## src/rtl/multi_clock_divider.sv

```systemverilog
// Multi-channel programmable clock divider with run-time reloadable divisors applied at period wrap.
// Optional macro CLKDIV_TICK_EN enables the registered per-channel rise-tick output.
module multi_clock_divider #(
    parameter int unsigned CHANNELS    = 4,
    parameter int unsigned CNT_W       = 26,
    parameter int unsigned DEFAULT_DIV = 50000,
    localparam int unsigned SEL_W      = (CHANNELS > 1) ? $clog2(CHANNELS) : 1
) (
    input  logic                clk50MHz,
    input  logic                rst_n,
    input  logic [CHANNELS-1:0] enable,
    input  logic                div_load,
    input  logic [SEL_W-1:0]    div_sel,
    input  logic [CNT_W-1:0]    div_value,
    output logic                load_ack,
    output logic                load_err,
    output logic [CHANNELS-1:0] div_applied,
    output logic [CHANNELS-1:0] clk_out,
    output logic [CHANNELS-1:0] tick
);

    localparam logic [CNT_W-1:0] DefDiv  = CNT_W'(DEFAULT_DIV);
    localparam logic [CNT_W-1:0] DefCnt  = CNT_W'(DEFAULT_DIV - 1);
    localparam logic [SEL_W:0]   ChanLim = (SEL_W + 1)'(CHANNELS);

    logic [CNT_W-1:0]    cnt_q    [CHANNELS];
    logic [CNT_W-1:0]    cnt_d    [CHANNELS];
    logic [CNT_W-1:0]    div_q    [CHANNELS];
    logic [CNT_W-1:0]    div_d    [CHANNELS];
    logic [CNT_W-1:0]    pend_q   [CHANNELS];
    logic [CNT_W-1:0]    pend_d   [CHANNELS];
    logic [CHANNELS-1:0] pend_v_q, pend_v_d;
    logic [CHANNELS-1:0] clk_out_q, clk_out_d;
    logic [CHANNELS-1:0] applied_q, applied_d;
    logic [CHANNELS-1:0] wrap, apply;
    logic                load_ack_q, load_ack_d;
    logic                load_err_q, load_err_d;
    logic                sel_ok, load_ok;

    always_comb begin
        sel_ok     = ({1'b0, div_sel} < ChanLim);
        load_ok    = div_load & sel_ok & (div_value >= CNT_W'(2));
        load_ack_d = load_ok;
        load_err_d = div_load & ~load_ok;
    end

    always_comb begin
        for (int i = 0; i < CHANNELS; i++) begin
            wrap[i]  = (cnt_q[i] == div_q[i] - CNT_W'(1));
            // A disabled channel has no period to finish, so it takes the new divisor at once.
            apply[i] = pend_v_q[i] & (wrap[i] | ~enable[i]);

            div_d[i]     = apply[i] ? pend_q[i] : div_q[i];
            applied_d[i] = apply[i];
            pend_d[i]    = pend_q[i];
            pend_v_d[i]  = pend_v_q[i] & ~apply[i];
            // A load landing on the apply cycle re-arms pending with the newer value.
            if (load_ok && (div_sel == SEL_W'(i))) begin
                pend_d[i]   = div_value;
                pend_v_d[i] = 1'b1;
            end

            if (enable[i]) begin
                cnt_d[i]     = wrap[i] ? '0 : cnt_q[i] + CNT_W'(1);
                clk_out_d[i] = (cnt_d[i] < (div_d[i] >> 1));
            end else begin
                // Park at the last count so the first enabled cycle wraps and rises.
                cnt_d[i]     = div_d[i] - CNT_W'(1);
                clk_out_d[i] = 1'b0;
            end
        end
    end

    always_ff @(posedge clk50MHz or negedge rst_n) begin
        if (!rst_n) begin
            for (int i = 0; i < CHANNELS; i++) begin
                cnt_q[i]  <= DefCnt;
                div_q[i]  <= DefDiv;
                pend_q[i] <= DefDiv;
            end
            pend_v_q   <= '0;
            clk_out_q  <= '0;
            applied_q  <= '0;
            load_ack_q <= 1'b0;
            load_err_q <= 1'b0;
        end else begin
            for (int i = 0; i < CHANNELS; i++) begin
                cnt_q[i]  <= cnt_d[i];
                div_q[i]  <= div_d[i];
                pend_q[i] <= pend_d[i];
            end
            pend_v_q   <= pend_v_d;
            clk_out_q  <= clk_out_d;
            applied_q  <= applied_d;
            load_ack_q <= load_ack_d;
            load_err_q <= load_err_d;
        end
    end

    assign clk_out     = clk_out_q;
    assign div_applied = applied_q;
    assign load_ack    = load_ack_q;
    assign load_err    = load_err_q;

`ifdef CLKDIV_TICK_EN
    logic [CHANNELS-1:0] tick_q, tick_d;

    always_comb begin
        tick_d = clk_out_d & ~clk_out_q;
    end

    always_ff @(posedge clk50MHz or negedge rst_n) begin
        if (!rst_n) begin
            tick_q <= '0;
        end else begin
            tick_q <= tick_d;
        end
    end

    assign tick = tick_q;
`else
    assign tick = '0;
`endif

endmodule

```

## config.mk

```make
export PLATFORM = sky130hd
export DESIGN_NAME = multi_clock_divider
export DESIGN_NICKNAME = d
export VERILOG_FILES = /design/src/rtl/multi_clock_divider.sv
export SDC_FILE = /design/constraint.sdc
export NUM_CORES = 1
export LEC_CHECK = 0
export ABC_AREA = 0
export CORE_UTILIZATION = 30
export DETAILED_ROUTE_END_ITERATION = 6
export SETUP_SLACK_MARGIN = 0.05
export SLEW_MARGIN = 15
export SYNTH_ARGS = -nofsm -noshare
export SYNTH_HDL_FRONTEND = slang
export SYNTH_SLANG_ARGS = --single-unit
export TNS_END_PERCENT = 10
```

## constraint.sdc

```tcl
create_clock -name clk50MHz -period 7.85 [get_ports clk50MHz]
set_clock_uncertainty 0.15 [all_clocks]
set_input_delay 1.57 -clock clk50MHz [delete_from_list [all_inputs] [get_ports clk50MHz]]
set_output_delay 1.57 -clock clk50MHz [all_outputs]
set_load 0.02 [all_outputs]
```

==> flow_metrics.py <==
metrics = {
    "run_status": {
        "run_status": "completed",
    },
    "yosys": {
        "synth-adder-area-share_pct": 5.66,
        "synthSimpleGateAreaFrac_pct": 21.0,
        "synthesized_area_fraction_occupied_by_ao_oa_aoi_and_oai_cells_pct": 11.5,
        "synth.ff_latch_count": 326,
        "synth_ff_type": "dfrtp_1",
        "post_synth_num_cell_types": 86,
        "synth_edf_count": 0,
        "count_of_warnings_emitted_by_yosys": 0,
        "synth_xor_area_share_pct": 9.95,
        "synthMuxAreaShare_pct": 12.6,
        "synthesis.instances": 2635,
        "syn_area_um2": 23900,
        "syn_area_per_cell_um2": 9.05,
        "asyncSetResetFlopFracSynth_pct": 100,
        "synth.yosys.seq_area_share_pct": 34.6,
        "dominant_combinational_cell_family_by_area_after_synthesis": "simple AND/OR/NAND/NOR gates",
    },
    "placed_design": {
        "place_inst": 3625,
        "dp.final_hpwl_um": 51800,
        "gpl.final_weighted_congestion": 0.907,
        "buffer_ports.inserted": 44,
        "dpl-instance-area_um2": 25300,
    },
    "clock_tree": {
        "clk_pin_slew_ps": 60,
        "number_of_buffers_inserted_by_hold_repair_at_cts": 0,
        "tritoncts_num_sinks": 326,
        "postCtsSetupRepairBufs": 0,
        "clock_latency_ps": 590,
        "root_buffer": "clkbuf_16",
        "cts_made_buffers": 40,
        "cts.repair.resized": 0,
        "h_tree_depth": 2,
        "clock_path_buffers": 3,
        "cts_tree": "yes",
    },
    "worst_hold_path": {
        "worst_hold_startpoint": "pend_q[77]",
        "min-delay-path-class": "flip-flop to flip-flop",
    },
    "global_routing": {
        "grt_max_degree": 115,
        "antenna_violations_before_repair": 0,
        "vias_in_the_first_global_route": 19100,
        "grt_remaining_overflow": 0,
        "grt_util_all_layers_pct": 17.2,
        "grt_first_pass_wirelength_um": 111000,
    },
    "critical_path": {
        "timing.critical_path.required_ps": 8160,
        "crit_path_end_kind": "flip-flop",
        "worst_r2r_startpoint": "div_q[91]",
        "critical_path_peak_fanout": 38,
        "critical_path.startpoint_type": "flip-flop",
        "path_class": "flip-flop to flip-flop",
        "worst_ep_arrival_time_ps": 6720,
        "startpoint": "div_q[91]",
    },
    "sta": {
        "fin_worst_hold_slack_ps": 366,
        "final.min_clock_period_ps": 6410,
        "totalNegativeSetupSlack_ps": 0,
        "worst_tran_pin_value_ps": 1150,
        "rsz0062_at_grt": "false",
        "slew_headroom_pct": 22.8,
        "max_clock_freq_mhz": 156,
        "timing_max_transition_violations_final": 0,
        "fin_crit_sh_pct": 81.7,
        "final-hold-violation-count": 0,
        "report.final.setup_viol": 0,
    },
    "drt": {
        "finalWirelength_um": 70100,
        "drtAntennaViolNets": 0,
        "routed_wire_length_per_instance_um": 18.9,
        "route.detailed.vias_per_inst": 5.31,
        "dr_total_vias": 19600,
        "drt_pre_antenna_iters": 5,
        "drt_first_iter_violations": 1649,
        "drc": 0,
    },
    "finish": {
        "syn_to_final_growth_pct": 12.0,
        "num_antenna_cells": 0,
        "finish.instance_area_um2": 26700,
        "layoutNonFillerInstCount": 3699,
        "nFillCells": 8189,
        "fin_util_pct": 33.9,
        "fin_nets": 2760,
        "post_route_cells_drive_above_1_share_pct": 14.0,
    },
    "job": {
        "timing.max_cap.violations": 0,
    },
    "die": {
        "die_x_um": 284,
        "ioPinCount": 49,
        "start_util_pct": 30.3,
        "design.core.area_um2": 78900,
        "die_area_um2": 80700,
        "die-height_um": 284,
        "rows": 103,
    },
    "pwr": {
        "leakagePower_uw": 0.0109,
        "ir_drop_v": 0.000155,
        "powerDensity_nw_per_um2": 333,
    },
}
## cells in the final DEF (no fill, tap or decap), drive strengths merged, types with 84 or more instances in the layout
cell,count
dfstp,84
o21ai,103
mux2i,142
nor3,97
dfrtp,242
xnor2,144
nand3,84
nand2,170
xor2,127
inv,140
ha,108
nor2,237
mux2,140
## flip-flops by register name, summed over array words and instances, names as in the netlist
signal       cells
pend_q         104
load_ack         1
div_q          104
clk_out          4
cnt_q          104
load_err         1
pend_v_q         4
div_applied      4
## report_power, final
part / internal [µW] / total [µW] / switching (µW) / leakage (µW)
Combinational: 1690 / 3720 / 2030 / 0.00637
Sequential: 2300 / 3210 / 904 / 0.00381
Clock: 1190 / 1980 / 791 / 0.000675
## cell usage after synthesis (11+ instances only)
cell type / instances / area [µm²]
a211oi_1: 13 / 97.6
a21o_1: 48 / 360
a21oi_1: 78 / 390
a31oi_1: 11 / 68.8
and3_1: 38 / 238
buf_1: 12 / 45.0
buf_2: 15 / 75.1
clkbuf_1: 97 / 364
dfrtp_1: 242 / 6060
dfstp_2: 84 / 2210
ha_1: 108 / 1350
inv_1: 139 / 522
mux2_2: 139 / 1570
mux2i_1: 138 / 1380
nand2_1: 170 / 638
nand2b_1: 23 / 144
nand3_1: 84 / 420
nand3b_1: 14 / 105
nand4_1: 64 / 400
nor2_1: 236 / 886
nor2b_1: 26 / 163
nor3_1: 97 / 485
nor4_1: 59 / 369
o211ai_1: 13 / 97.6
o21a_1: 18 / 135
o21ai_0: 99 / 495
o31a_1: 11 / 96.3
o31ai_1: 31 / 233
or2_2: 11 / 68.8
or3_1: 46 / 288
or4_1: 28 / 210
xnor2_1: 144 / 1260
xor2_1: 127 / 1110
## cell families after synthesis
kind of cell,after synthesis
AO/OA/AOI/OAI,407
flip-flops,326
XOR/XNOR,271
multiplexers,282
adder cells (fa/ha/maj),108
other,1
buffers and inverters,276
AND/OR/NAND/NOR,964
## through the flow
| step | setup WS (ps) | total power [µW] |
|---|---|---|
| 3_3_place_gp | 1420 | 6830 |
| 4_1_cts | 1530 | 8910 |
| 3_5_place_dp | 1440 | 6870 |
| 5_1_grt | 975 | 9540 |
| 6_report | 1440 | 8900 |
| 2_1_floorplan | 2260 | 5770 |
## final cells by class
| type | count | area [µm²] | share of cell area (%) |
|---|---|---|---|
| tap | 1050 | 1310 | 4.92 |
| timing repair buffer | 71 | 668 | 2.50 |
| multi-input combinational | 2036 | 14500 | 54.4 |
| inverter | 142 | 533 | 2.00 |
| clock inverter | 17 | 216 | 0.810 |
| clock buffer | 57 | 1190 | 4.44 |
| sequential | 326 | 8260 | 30.9 |
## worst paths after layout
kind                              endpoint  slack [ps]  cells past startpoint
worst max-delay path            clk_out[0]        1440                     14
worst min-delay path            pend_q[77]         370                      1
worst max register to register  clk_out[0]        1440                     14
worst min register to register  pend_q[77]         370                      1
max in group asynchronous         div_q[1]        5540                      2
min in group asynchronous        cnt_q[91]         840                      1
## routing by layer
| metal | part of all wire [%] | vias to the layer above | global-route usage, % |
|---|---|---|---|
| met1 | 46 | 9572 | 23.9 |
| met2 | 45 | 541 | 27.3 |
| met5 | 0 | - | 0 |
| met4 | 3.1 | 0 | 6.01 |
| met3 | 5.5 | 108 | 2.44 |
| li1 | - | 9420 | - |
## critical path, stage by stage (launching register included)
cell and delay (ps):
dfrtp_1 440, nor4_1 840, nand4_1 430, nor4_1 550, nor4b_1 390, o21ai_0 200
o2bb2ai_4 540, buf_4 630, mux2i_1 410, ha_1 220, nand4_1 180, nor4_1 730
a21oi_1 160, a311oi_1 300, nor4_1 90
Note: power is estimated with default switching activity, not from simulation.
